==> config.mk <==
export PLATFORM = sky130hd
export DESIGN_NAME = add_result_drain
export DESIGN_NICKNAME = d
export VERILOG_FILES = /design/src/rtl/add_result_drain.sv
export SDC_FILE = /design/constraint.sdc
export NUM_CORES = 1
export LEC_CHECK = 0
export CAP_MARGIN = 10
export CORE_AREA = 2 2 127 92
export CTS_CLUSTER_SIZE = 8
export DETAILED_ROUTE_END_ITERATION = 6
export DIE_AREA = 0 0 129 94
export PLACE_DENSITY = 0.71
export SKIP_CTS_REPAIR_TIMING = 1
export SLEW_MARGIN = 30
export SYNTH_ARGS = -nofsm -noshare
export SYNTH_HDL_FRONTEND = slang
export SYNTH_SLANG_ARGS = --single-unit
export TNS_END_PERCENT = 10
==> constraint.sdc <==
create_clock -name clk -period 1.7 [get_ports clk]
set_input_delay 0.34 -clock clk [delete_from_list [all_inputs] [get_ports clk]]
set_output_delay 0.34 -clock clk [all_outputs]
set_load 0.1 [all_outputs]
==> src/rtl/add_result_drain.sv <==
// add_result_drain
// Output stage for the 2-stage registered adder pipeline (x + y -> out, no
// valid signalling). A valid-shadow shift register tracks which adder launches
// were real; their sums land in a small FIFO that is drained over a
// ready/valid port. The issuer gets credit (issue_ready) so results already in
// flight always have a FIFO slot waiting for them.
//
// Parameter constraints: LATENCY >= 1 and equal to the adder depth;
// DEPTH a power of two, >= 2 (pointers wrap by natural overflow).

module add_result_drain #(
    parameter int DATA_WIDTH = 32,
    parameter int LATENCY    = 2,
    parameter int DEPTH      = 4
) (
    input  logic                         clk,
    input  logic                         rst_n,
    input  logic                         issue_valid,
    output logic                         issue_ready,
    input  logic [DATA_WIDTH-1:0]        sum,
    output logic                         out_valid,
    input  logic                         out_ready,
    output logic [DATA_WIDTH-1:0]        out_data,
    output logic [$clog2(DEPTH+1)-1:0]   occupancy,
    output logic                         overflow_err
);

    localparam int PTR_W  = (DEPTH > 1) ? $clog2(DEPTH) : 1;
    localparam int CNT_W  = $clog2(DEPTH + 1);
    // Wide enough for count + every shadow bit without wrapping.
    localparam int CRED_W = $clog2(DEPTH + LATENCY + 1);

    logic [LATENCY-1:0]    shadow;
    logic [DATA_WIDTH-1:0] mem [DEPTH];
    logic [PTR_W-1:0]      wr_ptr;
    logic [PTR_W-1:0]      rd_ptr;
    logic [CNT_W-1:0]      count;
    logic [CRED_W-1:0]     inflight;
    logic [CRED_W-1:0]     committed;

    logic accept;
    logic push;
    logic pop;

    // ------------------------------------------------------------------
    // Credit: every result either sits in the FIFO or is still travelling
    // down the adder (one shadow bit each). Only registers feed this, so
    // there is no combinational path from out_ready or issue_valid, and a
    // slot freed by a pop shows up as credit one cycle later.
    // ------------------------------------------------------------------

    // Count the results still travelling through the adder.
    always_comb begin
        // NOTE: assign a default before the loop so every path drives the
        // signal and no latch is inferred.
        inflight = '0;
        for (int i = 0; i < LATENCY; i++) begin
            inflight = inflight + CRED_W'(shadow[i]);
        end
    end

    assign committed   = CRED_W'(count) + inflight;
    assign issue_ready = committed < CRED_W'(DEPTH);

    assign accept = issue_valid && issue_ready;
    assign push   = shadow[LATENCY-1];
    assign pop    = out_valid && out_ready;

    // ------------------------------------------------------------------
    // Valid shadow: bit LATENCY-1 is high exactly in the cycle the adder
    // output carries an accepted launch. A refused issue shifts in 0, so
    // its sum is simply never captured.
    // ------------------------------------------------------------------
    generate
        if (LATENCY == 1) begin : g_shadow_single
            // Single-stage shadow: one bit mirrors last cycle's accept.
            always_ff @(posedge clk or negedge rst_n) begin
                if (!rst_n) begin
                    shadow <= '0;
                end else begin
                    // NOTE: sequential state uses non-blocking assignments
                    // so every flop samples pre-edge values.
                    shadow[0] <= accept;
                end
            end
        end else begin : g_shadow_shift
            // Multi-stage shadow: shift the accept flag along with the adder.
            always_ff @(posedge clk or negedge rst_n) begin
                if (!rst_n) begin
                    shadow <= '0;
                end else begin
                    shadow <= {shadow[LATENCY-2:0], accept};
                end
            end
        end
    endgenerate

    // ------------------------------------------------------------------
    // FIFO storage and pointers
    // ------------------------------------------------------------------

    // Capture the adder sum whenever the shadow marks it as real.
    // NOTE: the data array has no reset; contents behind an invalid pointer
    // are never observed, and leaving it unreset lets it map onto plain RAM.
    always_ff @(posedge clk) begin
        if (push) begin
            mem[wr_ptr] <= sum;
        end
    end

    // Advance the write pointer on each push; wraps modulo DEPTH.
    always_ff @(posedge clk or negedge rst_n) begin
        if (!rst_n) begin
            wr_ptr <= '0;
        end else if (push) begin
            wr_ptr <= wr_ptr + PTR_W'(1);
        end
    end

    // Advance the read pointer on each pop; wraps modulo DEPTH.
    always_ff @(posedge clk or negedge rst_n) begin
        if (!rst_n) begin
            rd_ptr <= '0;
        end else if (pop) begin
            rd_ptr <= rd_ptr + PTR_W'(1);
        end
    end

    // Track FIFO occupancy; a simultaneous push and pop cancel out.
    always_ff @(posedge clk or negedge rst_n) begin
        if (!rst_n) begin
            count <= '0;
        end else begin
            unique case ({push, pop})
                2'b10:   count <= count + CNT_W'(1);
                2'b01:   count <= count - CNT_W'(1);
                default: count <= count;
            endcase
        end
    end

    // Sticky flag for an issue attempted without credit; only reset clears it.
    always_ff @(posedge clk or negedge rst_n) begin
        if (!rst_n) begin
            overflow_err <= 1'b0;
        end else if (issue_valid && !issue_ready) begin
            overflow_err <= 1'b1;
        end
    end

    // ------------------------------------------------------------------
    // Outputs: all derived from registered state. out_data reads the head
    // slot directly; there is no bypass from sum, so a result is visible
    // the cycle after it is pushed.
    // ------------------------------------------------------------------
    assign out_valid = (count != '0);
    assign out_data  = mem[rd_ptr];
    assign occupancy = count;

    // ------------------------------------------------------------------
    // Invariants guaranteed by the credit scheme.
    // ------------------------------------------------------------------

    // A push always finds a free slot, because its credit was reserved at issue.
    a_no_push_when_full : assert property (
        @(posedge clk) disable iff (!rst_n)
        push |-> (count < CNT_W'(DEPTH))
    );

    // Buffered plus in-flight results never exceed the FIFO size.
    a_credit_bound : assert property (
        @(posedge clk) disable iff (!rst_n)
        committed <= CRED_W'(DEPTH)
    );

endmodule
# After elaboration in Yosys (flattened, before gate mapping)
# Memories as Yosys holds them, arrays and structs flattened.
# Cells that the tools add are included.
[classes]
add_sub_neg = 6
order_cmp = 1
eq_ne = 2
muxes = 3
n_reduce_logical = 6
[ops]
columns = ["operator", "n"]
rows = [
  ["$pmux W3 S2", 1],
  ["$add A2 B1 Y2 const B", 2],
  ["$add A3 B1 Y3 const B", 1],
  ["$add A3 B2 Y3", 1],
  ["$logic_and A1 B1 Y1", 3],
  ["$lt A3 B3 Y1 const B", 1],
  ["$reduce_bool A3 Y1", 1],
  ["$sub A3 B1 Y3 const B", 1],
  ["$add A1 B1 Y2", 1],
  ["$eq A2 B1 Y1 const B", 1],
  ["$eq A2 B2 Y1 const B", 1],
  ["$mux W1", 2],
  ["$reduce_bool A2 Y1", 1],
  ["$logic_not A1 Y1", 1],
]
[totals]
register_bits = 10
ram_bits = 128
elab_cells = 24
n_memories = 1
[mem_list]
columns = ["memory", "words", "width", "read_ports", "rd_ports_with_merged_regs", "wr", "line_no", "text"]
rows = [
  ["mem", 4, 32, 1, 0, 1, "34", "logic [DATA_WIDTH-1:0] mem [DEPTH];"],
]

# Depth between registers and ports, before layout
[logic_depth]
word_depth = 5
depth_mapped = 8
ltp_nobuf = 7

# Least setup slack after synthesis
# Ideal clock, no wire load.
[synth_timing]
path_kind = "register -> register"
from = "reg count[0], in the netlist occupancy[0]"
to = "reg shadow[0]"
arrival_time_ns = 3.362
required_ns = 1.625
path_slack_ns = -1.737
stages_incl_launch_ff = 5
n_path_buf = 0
period_less_slack_ns = 3.437
path_cell_list = "dfrtp_1 ha_1 nand3_1 a32oi_1 and2_1"
[synth_between]
elab_chain_cells = 3
[synth_rtl]
columns = ["item", "line_no", "text"]
rows = [
  ["start: declaration", "37", "logic [CNT_W-1:0] count;"],
  ["start signal: assignment", "135", "2'b10: count <= count + CNT_W'(1);"],
  ["start signal: assignment", "136", "2'b01: count <= count - CNT_W'(1);"],
  ["start signal: assignment", "137", "default: count <= count;"],
  ["$add A3 B2 Y3", "62", "assign committed = CRED_W'(count) + inflight;"],
  ["$lt A3 B3 Y1", "63", "assign issue_ready = committed < CRED_W'(DEPTH);"],
  ["via issue_ready", "19", "output logic issue_ready,"],
  ["$logic_and A1 B1 Y1", "65", "assign accept = issue_valid && issue_ready;"],
  ["via accept", "41", "logic accept;"],
  ["end signal: assignment", "92", "shadow <= {shadow[LATENCY-2:0], accept};"],
  ["end: declaration", "33", "logic [LATENCY-1:0] shadow;"],
]
# The timed path passes the listed nets, and every way through them passes these cells.
# A chain may end at the register's enable or synchronous reset.

# Worst setup path in the final report
[layout_timing]
from = "reg rd_ptr[0]"
to = "out out_data[15]"
[layout_between]
elab_chain_cells = 1
[layout_rtl]
columns = ["item", "line_no", "text"]
rows = [
  ["start: declaration", "36", "logic [PTR_W-1:0] rd_ptr;"],
  ["start signal: assignment", "125", "rd_ptr <= rd_ptr + PTR_W'(1);"],
  ["$mem_v2 Z4 W32", "--", ""],
  ["end: declaration", "23", "output logic [DATA_WIDTH-1:0] out_data,"],
]
# Every way passes these cells.

==> reports/metrics.cfg <==
[timing]
tightest_slew_ns=0.495
min_period_over_period_pct=127
fin_skew_ns=0.00640
maxSlewHeadroom_pct=66.9
setup_ws_ns=-0.458
final_hold_viol_count=0
fmax_ghz=0.463
slew_viol_final=0
holdWs_ns=0.261
rsz0062_at_grt=true
min_period_ns=2.16
setup_violations=35

[logic_synthesis]
yosys-mux-area-fraction_pct=14.3
synth_xor_area_share_pct=1.01
synth_adder_area_share_pct=1.83
synth-main-ff-cell=edfxtp_1
synth_area_sq_mm=0.00521
synth-seq-cells=138
yosys.area_share.simple_pct=1.22
synthCells=217
synth_edf_count=128
yosysSeqAreaShare_pct=78.6
syn_avg_cell_area_sq_um=24.0
synth_nets=260
async_flop_share_pct=7.25
yosysWarnings=0
synth_top_family_by_area=multiplexers
synthDistinctLibCells=25
synth_compound_area_share_pct=0.720

[detailed_routing]
wl_per_cell_um=19.0
antenna_left=0
wl_met3_um=560
viasPerCell=5.12
highest_layer=met4
routed_wl_um=9290
wl_met2_um=4520
drc=0
drt_iter0_drc=177
dr.pass1.iters=4
wirelength_met1_um=4120
vias=2497

[floorplanning]
die_h_um=94
dieArea_sq_mm=0.0121
chipWidth_um=129
pin_count=74
start_util_pct=48.0
rows=32
core_sq_mm=0.0109

[grt]
grt_usage_pct=17.6
grt_max_degree=22
grt_overflow=0
grt_pass1_vias=2797
antenna_found_initial=0
grt_first_pass_wirelength_um=15100

[finish]
utilization_pct=67.7
fin_area_sq_mm=0.00735
diodes=0
area_delta_synth_final_pct=41.1
final_nets=365
drive_above_1_share_pct=41.5

[min_path]
hold_class=in2async

[cts]
clockBufferDepth=2
root_buffer=clkbuf_16
cts.clk_slew.worst_paths_ns=0.06
cts_tree=yes
cts_sinks=138
cts_buffers=17
htreeDepth=4
clk_latency_ns=0.41

[outcome]
outcome=finished with violations
violations=setup timing

[critical_path]
endpoint_kind=output pin
r2r_slack_ns=-0.02
path_max_fanout=14
critical_path_class=reg2out
critical_path_arrival_ns=1.82
worstSetupStartpointType=flop
crit_required_ns=1.36
r2r_cells=7

[placement]
dpl.hpwl_um=5750
placed_area_sq_mm=0.00670
io_buffers=73
gp_congestion=0.732

[run]
maxCapViolCount=0

-- layout make-up --
class	count	area, sq um
flip-flops and latches	138	4110
fillers	675	3500
repair buffers	95	1370
multi-input cells	63	1030
clock buffers	18	429
clock inverters	14	195
well taps	153	191
inverters	7	26.3
-- worst max-delay path, cell delays in order (launching register included) --
cell     delay [ns]
dfrtp_2        0.44
buf_12         0.19
mux4_2         0.58
buf_12         0.20
-- metal layers --
layer  global-route usage (%)  vias to the layer above
met5                        0                        -
met4                     6.79                        0
met3                     6.44                       10
met2                     26.7                       85
met1                     23.4                     1294
li1                         -                     1108
-- final timing paths --
check / end / start
worst max-delay path: out_data[15] / rd_ptr[0]$_DFFE_PN0P_
min in group clk: shadow[1]$_DFF_PN0_ / shadow[0]$_DFF_PN0_
max in group asynchronous: occupancy[0]$_DFFE_PN0P_ / rst_n
worst min register to register: shadow[1]$_DFF_PN0_ / shadow[0]$_DFF_PN0_
worst min-delay path: occupancy[2]$_DFFE_PN0P_ / rst_n
worst max register to register: occupancy[2]$_DFFE_PN0P_ / occupancy[1]$_DFFE_PN0P_
-- stage by stage --
stage          TNS (ns)  std cells  setup WS, ns
6_report         -14.29        488        -0.458
5_1_grt          -16.97        488        -0.528
4_1_cts          -16.10        488        -0.527
3_5_place_dp      -1.25        456        -0.337
3_3_place_gp     -0.750        456        -0.276
2_1_floorplan     -8.76        217        -0.421
-- cells in the final DEF (no fill, tap or decap) --
cell type,count
or3_4,1
mux4_2,32
mux2i_1,1
buf_12,44
inv_2,1
dfrtp_1,5
inv_6,2
dfrtp_2,2
o21bai_1,1
nand2_1,3
clkbuf_1,1
xnor2_1,2
buf_4,11
and2_2,4
nor2_1,1
nor2b_1,1
clkinv_4,2
ha_1,4
and2_1,1
a21o_1,1
bufinv_16,4
ha_2,1
o21ai_0,1
dfrtp_4,3
xor2_1,4
buf_6,5
clkinv_2,2
nand3_2,1
a32oi_4,1
clkinvlp_4,4
clkbuf_16,17
inv_1,6
o31a_1,1
edfxtp_1,128
ha_4,1
clkdlybuf4s50_1,35
fa_2,1
-- registers in the layout, summed over array words and instances, names as in the netlist --
| name | count |
|---|---|
| mem | 128 |
| occupancy | 3 |
| overflow_err | 1 |
| rd_ptr | 2 |
| shadow | 2 |
| wr_ptr | 2 |
-- cells in the mapped netlist (2+ instances only) --
cell        n  share of area [%]
mux4_2     28                 12
xor2_1      4               0.67
dfrtp_1    10                4.8
buf_2       4               0.38
edfxtp_1  128                 74
and2_1      5               0.60
buf_12      3                1.2
xnor2_1     2               0.34
mux4_1      4                2.0
inv_1       7               0.50
ha_1        6                1.4
nand2_1     3               0.22
-- cell families (layout without fill, tap and decap cells) --
kind of cell / after synthesis / after routing
DFF: 138 / 138
muxes: 33 / 33
AOI/OAI and AO/OA: 5 / 5
xor gates and xnor gates: 6 / 6
adders and majority gates: 7 / 7
buffers and inverters: 16 / 134
and+or+nand+nor: 12 / 12
Power is left out: the tool's default activity adds up to more than one toggle a clock period on the data nets, which glitch-free logic cannot reach.
